<file path="src/rtl/uart_tx_fifo.sv">
// uart_tx_fifo: bus-attached UART transmitter with a TX FIFO and a configurable frame engine
package uart_tx_fifo_pkg;
    typedef struct packed {
        logic        mem_valid;
        logic        mem_instr;
        logic [31:0] mem_addr;
        logic [31:0] mem_wdata;
        logic [3:0]  mem_wstrb;
    } mem_in_type;
    typedef struct packed {
        logic        mem_ready;
        logic        mem_error;
        logic [31:0] mem_rdata;
    } mem_out_type;
endpackage

module uart_tx_fifo
    import uart_tx_fifo_pkg::*;
#(
    parameter int clock_rate = 434,
    parameter int data_bits  = 8,
    parameter int parity     = 0,
    parameter int stop_bits  = 1,
    parameter int fifo_depth = 16
) (
    input  logic        reset,
    input  logic        clock,
    input  mem_in_type  uart_in,
    output mem_out_type uart_out,
    output logic        tx,
    output logic        tx_idle
);
    localparam int AW = $clog2(fifo_depth);
    localparam int CW = $clog2(clock_rate);
    typedef enum logic [2:0] {IDLE, START, DATA, PARITY, STOP} state_t;
    logic [data_bits-1:0] fifo_q [fifo_depth];
    logic [AW-1:0] wr_q, rd_q;
    logic [AW:0] count_q, count_d;
    state_t state_q;
    logic [CW-1:0] baud_q;
    logic [2:0] bit_q;
    logic [data_bits-1:0] shift_q;
    logic par_q, tx_q, idle_q, ready_q, error_q;
    logic [31:0] rdata_q;
    logic wr_req, rd_req, pop, push, full, bit_end;
    logic unused;
    assign wr_req  = uart_in.mem_valid && |uart_in.mem_wstrb;
    assign rd_req  = uart_in.mem_valid && !(|uart_in.mem_wstrb);
    assign full    = count_q == (AW+1)'(fifo_depth);
    assign pop     = state_q == IDLE && count_q != '0;
    // a pop in the same cycle frees the slot, so a full FIFO can still accept
    assign push    = wr_req && (!full || pop);
    assign count_d = count_q + (AW+1)'(push) - (AW+1)'(pop);
    assign bit_end = baud_q == CW'(clock_rate - 1);
    assign unused  = &{1'b0, uart_in};
    always_ff @(posedge clock)
        if (push) fifo_q[wr_q] <= uart_in.mem_wdata[data_bits-1:0];
    always_ff @(posedge clock) begin
        if (!reset) begin
            wr_q    <= '0;
            rd_q    <= '0;
            count_q <= '0;
            state_q <= IDLE;
            baud_q  <= '0;
            bit_q   <= '0;
            shift_q <= '0;
            par_q   <= 1'b0;
            tx_q    <= 1'b1;
            idle_q  <= 1'b1;
            ready_q <= 1'b0;
            error_q <= 1'b0;
            rdata_q <= '0;
        end else begin
            wr_q    <= wr_q + AW'(push);
            rd_q    <= rd_q + AW'(pop);
            count_q <= count_d;
            idle_q  <= count_q == '0 && state_q == IDLE;
            ready_q <= uart_in.mem_valid;
            error_q <= wr_req && !push;
            rdata_q <= rd_req ? {16'b0, 8'(count_q), 5'b0, state_q != IDLE, count_q == '0, full} : 32'b0;
            baud_q  <= (state_q == IDLE || bit_end) ? '0 : baud_q + CW'(1);
            case (state_q)
                IDLE: if (pop) begin
                    state_q <= START;
                    tx_q    <= 1'b0;
                    shift_q <= fifo_q[rd_q];
                    par_q   <= (parity == 1) ^ (^fifo_q[rd_q]);
                end
                START: if (bit_end) begin
                    state_q <= DATA;
                    tx_q    <= shift_q[0];
                    bit_q   <= '0;
                end
                DATA: if (bit_end) begin
                    if (bit_q == 3'(data_bits - 1)) begin
                        state_q <= parity != 0 ? PARITY : STOP;
                        tx_q    <= parity != 0 ? par_q : 1'b1;
                        bit_q   <= '0;
                    end else begin
                        bit_q   <= bit_q + 3'd1;
                        tx_q    <= shift_q[1];
                        shift_q <= shift_q >> 1;
                    end
                end
                PARITY: if (bit_end) begin
                    state_q <= STOP;
                    tx_q    <= 1'b1;
                end
                STOP: if (bit_end) begin
                    if (bit_q == 3'(stop_bits - 1)) state_q <= IDLE;
                    else bit_q <= bit_q + 3'd1;
                end
                default: state_q <= IDLE;
            endcase
        end
    end
    assign tx                 = tx_q;
    assign tx_idle            = idle_q;
    assign uart_out.mem_ready = ready_q;
    assign uart_out.mem_error = error_q;
    assign uart_out.mem_rdata = rdata_q;
endmodule
</file>
<file path="config.mk">
export PLATFORM = sky130hd
export DESIGN_NAME = uart_tx_fifo
export DESIGN_NICKNAME = d
export VERILOG_FILES = /design/src/rtl/uart_tx_fifo.sv
export SDC_FILE = /design/constraint.sdc
export NUM_CORES = 1
export LEC_CHECK = 0
export ABC_AREA = 1
export BUFFER_PORTS_ARGS = -buffer_cell sky130_fd_sc_hd__buf_4
export CORE_MARGIN = 1
export CORE_UTILIZATION = 35
export DETAILED_ROUTE_END_ITERATION = 8
export MAX_ROUTING_LAYER = met4
export PLACE_DENSITY = 0.61
export SYNTH_ARGS = -nofsm -noshare
export SYNTH_HDL_FRONTEND = slang
export SYNTH_SLANG_ARGS = --single-unit
</file>
<file path="constraint.sdc">
create_clock -name clock -period 3.38 [get_ports clock]
set_input_delay 0.169 -clock clock [delete_from_list [all_inputs] [get_ports clock]]
set_output_delay 0.169 -clock clock [all_outputs]
set_load 0.005 [all_outputs]
</file>
Word level (Yosys, flattened, before mapping)
Memory sizes are Yosys's and may differ from the RTL's. A register that Yosys moved wholly into a read port is not among the register bits.
Cells that the tools add are included.
- register bits: 72
- latch bits: 0
- RAM bits: 128
- ROM bits: 0
- input bits: 72
- output and inout bits: 36
- word-level logic and storage cells: 90
- memories: 1
- memory list (name ; words ; bits a word ; read ports ; clocked after Yosys merged registers in ; write ports ; line ; source):
    fifo_q ; 16 ; 8 ; 1 ; 1 ; 1 ; 36 ; logic [data_bits-1:0] fifo_q [fifo_depth];
- add/sub/neg operators: 6
- $mul: 0
- div/mod/pow operators: 0
- order comparisons: 0
- equality and inequality tests: 16
- shift operators: 0
- muxes and demuxes: 27
- bitwise operators: 1
- reductions and logical operators: 26
- operators with widths (kind ; number):
    3-bit two-way mux ; 12
    8-bit two-way mux ; 3
    2-bit != test (second input constant) ; 9
    8-bit one-hot mux with 2 select lines ; 1
    3-bit one-hot mux with 5 select lines ; 1
    5-bit AND reduction ; 2
    9-bit by 1-bit adder with 9-bit output (second input constant) ; 1
    9-bit == test (second input constant) ; 1
    3-bit one-hot mux with 3 select lines ; 1
    4-bit by 1-bit adder with 4-bit output ; 2
    1-bit two-way mux ; 7
    7-bit AND reduction ; 1
    3-bit by 2-bit == test with 1-bit output (second input constant) ; 2
    3-bit == test (second input constant) ; 2
    1-bit logical AND ; 6
    3-bit logical NOT ; 2
    3-bit nonzero test ; 2
    5-bit by 1-bit adder with 5-bit output ; 1
    5-bit == test (second input constant) ; 1
    5-bit logical NOT ; 1
    5-bit nonzero test ; 1
    5-bit by 1-bit subtractor with 5-bit output ; 1
    4-bit two-way mux ; 1
    1-bit one-hot mux with 4 select lines ; 1
    other kinds (11) ; 14

Longest topological paths before layout
- depth after elaboration: 6
- depth in mapped cells: 15

Least setup slack after synthesis
OpenSTA, ideal clock, no wires.
- path type: reg-to-reg
- from: reg count_q[2]
- to: reg count_q[4]
- arrival: 2.184 ns
- slack: 1.126 ns
- stages on the path, launching flop included: 16
- path buffers: 0
- period minus slack after synthesis: 2.254 ns
- cells stage by stage: dfxtp_1 inv_1 ha_1 nand3_1 nor2_1 inv_1 nand2_1 nor2_1 inv_1 nand2_1 ha_1 inv_1 fa_1 o31ai_1 o21ai_0 a21oi_1
- longest elaborated chain between the ends: 6
- ends and longest elaborated chain (what ; line ; source):
    start: declaration ; 38 ; logic [AW:0] count_q, count_d;
    start signal: assignment ; 76 ; count_q <= count_d;
    5-bit == test or 5-bit nonzero test (tied branches) ; 49, 50 ;
    1-bit logical NOT or 1-bit logical AND (tied branches) ; 52, 50 ;
    1-bit logical OR ; 52 ; assign push = wr_req && (!full || pop);
    1-bit logical AND ; 52 ;
    5-bit by 1-bit adder with 5-bit output ; 53 ; assign count_d = count_q + (AW+1)'(push) - (AW+1)'(pop);
    5-bit by 1-bit subtractor with 5-bit output (*) ; 53 ;
Mark *: on every way between the ends. The rest lies on a longest branch, timed or not.
A chain may end at the register's enable or synchronous reset.

Final worst setup path
- from: reg count_q[3]
- to: reg count_q[4]
The elaborated chain is that of the path after synthesis.

==> results_dict.tcl <==
set metrics [dict create \
    portBuffers 26 \
    min-delay-path-class "primary input to flip-flop" \
    firstDrtPassIters 5 \
    clockRootBuffer "clkbuf_16" \
    hold_viol 0 \
    rsz0062_at_grt "no" \
    ys_types 35 \
    cts_tree "built" \
    die_h_um 151 \
    initial_utilization 0.357 \
    grt_max_degree 68 \
    required_ns 3.74 \
    diodes 0 \
    ir_drop_uv 357 \
    worstSetupEndpointType "flip-flop" \
    ioPinCount 108 \
    tightest_slew_ns 0.850 \
    grt_remaining_overflow 0 \
    status "complete, no violations" \
    vias_per_cell 4.59 \
    whs_endpoint "tx_idle" \
    setup_tns_ns 0 \
    post-dp-hpwl_um 9660 \
    initialDrtViolationCount 333 \
    period_needed_ns 2.54 \
    drc 0 \
    clockBufferDepth 2 \
    synthTopCellsByArea "edfxtp_1, dfxtp_1, nand2_1, nand3_1, inv_1" \
    vias 5200 \
    cts_buffers 17 \
    relSlewSlack 0.431 \
    fin_nets 928 \
    grt_antenna_before_repair 0 \
    leakage_nw 3.69 \
    holdPathStages 2 \
    core_um2 21800 \
    gp_congestion 0.792 \
    synth_area_um2 7790 \
    crit_chain "inv_1, ha_1, nand3_1, nor2_1, inv_1, nand2_1, nor2_1, inv_1, nand2_1, ha_1, inv_1, fa_1, o31ai_1, o21ai_0, a21oi_1" \
    htree_levels 4 \
    worstPathArrival_ns 2.90 \
    wl_per_cell_um 13.9 \
    syn_to_final_growth_pct 12.1 \
    r2r-end "count_q[4]" \
    critical_path.max_stage_delay_ns 0.40 \
    holdCritStartpoint "reset" \
    timing.fmax_mhz 394 \
    post_cts_resize_count 0 \
    yosysSeqAreaShare 0.617 \
    powerDensity_nw_per_um2 697 \
    cp_max_fo 5 \
    criticalPathCategory "flip-flop to flip-flop" \
    start_kind "flip-flop" \
    rows 54 \
    grt_pass1_vias 4742 \
    yosysTopAreaCellShare 0.493 \
    avgSynthCellArea_um2 9.54 \
    drive_above_1_share 0.0995 \
    finalCritPeriodShare 0.751 \
    fp.dieW_um 151 \
    track_usage 0.153 \
    die_area_um2 22900 \
    critPathLaunch "count_q[3]" \
    clkTransAtPathRegs_ns 0.06 \
    regToRegSetupSlack_ns 0.84 \
    final_cells 1134 \
    timing.rr.start "count_q[3]" \
    setup_viol 0 \
    cts_sinks 176 \
    ant_nets 0 \
    maxCapViolCount 0 \
    yosys_warnings 0 \
    synth_largest_area_cell "edfxtp_1" \
    grt_pass1_wl_um 24900 \
    postSynthCellCount 817 \
    wl_um 15800 \
    yosys_register_bits 176 \
    rr_worst_depth 15 \
    worst_skew_pair.late_latency_ns 0.43 \
    slew_viol_final 0 \
    cp_slowest_cell "fa_1" \
    finalClockSkew_ns 0.00529 \
    place_inst 1101 \
    cpMostUsedCell "inv_1" \
]
[layout make-up]
type	instances	area, um2
fillers	2124	13100
inverters	103	389
multi-input cells	507	2360
repair buffers	36	273
flip-flops and latches	176	4810
clock buffers	17	425
well taps	280	350
clock inverters	15	134
[synth_stat cells]
library cell  instances
nand2_1             237
edfxtp_1            128
inv_1                97
nand3_1              94
nor2_1               65
dfxtp_1              48
buf_4                28
a21oi_1              23
ha_1                 14
clkbuf_1             12
o21ai_0              12
buf_2                11
nor3_1                6
inv_2                 4
xnor2_1               4
a211oi_1              3
a21oi_2               3
nand2_4               3
nor3b_1               3
o211ai_1              3
and3_1                2
buf_1                 2
nand2_2               2
nor2_2                2
buf_6                 1
clkinv_1              1
conb_1                1
fa_1                  1
inv_4                 1
nand3_2               1
nand3_4               1
nor2_4                1
nor4_1                1
o31ai_1               1
xor2_1                1
[per-stage QoR]
step / util / worst slack [ns] / area, um2 / power [W] / hold WS (ns)
4_1_cts: 0.400 / 0.833 / 8730 / 0.00612 / 0.0307
6_report: 0.400 / 0.842 / 8730 / 0.00608 / 0.0419
3_3_place_gp: 0.374 / 0.896 / 8160 / 0.00424 / 0.391
2_1_floorplan: - / 1.13 / 7880 / 0.00387 / 0.268
3_5_place_dp: 0.374 / 0.870 / 8160 / 0.00427 / 0.388
5_1_grt: 0.400 / 0.530 / 8730 / 0.00646 / 0.0458
[cells in the final DEF (no fill, tap or decap), drive strengths merged, types with 2 or more instances in the layout]
master / Yosys / routed
edfxtp: 128 / 128
ha: 14 / 14
nand3: 96 / 96
conb: 1 / 24
nand2: 242 / 242
o21ai: 12 / 12
nor3: 6 / 6
a211oi: 3 / 3
xnor2: 4 / 4
dfxtp: 48 / 48
inv: 102 / 109
clkbuf: 12 / 17
nor2: 68 / 68
nor3b: 3 / 3
clkinv: 1 / 7
a21oi: 26 / 26
o211ai: 3 / 3
buf: 42 / 35
and3: 2 / 2
[power breakdown]
part           switching [W]  internal, W  leakage [nW]  total [W]
clock network       0.000847      0.00103         0.278    0.00187
logic                0.00115     0.000522          1.87    0.00167
registers          0.0000766      0.00246          1.55    0.00254
[critical path, delay by kind of cell (launching register included)]
kind	cells	cell delay (ns)
adders and majority gates	3	0.74
and+or+nand+nor	5	0.57
AOI/OAI and AO/OA	3	0.53
DFF	1	0.34
buffers and inverters	4	0.29
[layer usage]
metal,GRT usage,share of wire
met1,0.192,0.47
met3,0.0307,0.039
met5,-,0
met4,0.0460,0.010
met2,0.247,0.48
[cells by family after synthesis]
family,Yosys count,share of synthesized area
simple gates,418,0.228
flops,176,0.617
buf+inv,157,0.0922
compound gates,45,0.0326
fa+ha+maj,15,0.0250
xor+xnor,5,0.00562
other cells,1,0.000481
[sequential cells by signal, summed over array words and instances (netlist names)]
register / count
ready_q: 1
baud_q: 9
shift_q: 8
tx: 1
fifo_q: 128
rdata_q: 8
count_q: 5
rd_q: 4
state_q: 3
error_q: 1
bit_q: 3
tx_idle: 1
wr_q: 4
[how the worst max path moves through the flow]
| stage | slack, ns | to | cells after the start |
|---|---|---|---|
| 2_1_floorplan | 1.13 | count_q[4] | 15 |
| 3_3_place_gp | 0.90 | count_q[4] | 15 |
| 3_5_place_dp | 0.87 | count_q[4] | 15 |
| 4_1_cts | 0.83 | count_q[4] | 15 |
| 5_1_grt | 0.53 | count_q[4] | 15 |
| 6_report | 0.84 | count_q[4] | 15 |
[what timing repair did]
action	4_1_cts	5_1_grt
endpoints found under the hold margin	1	0
buffers inserted	0	0
setup endpoints to repair	0	0
hold buffers	1	0
(Power assumes the default switching activity.)
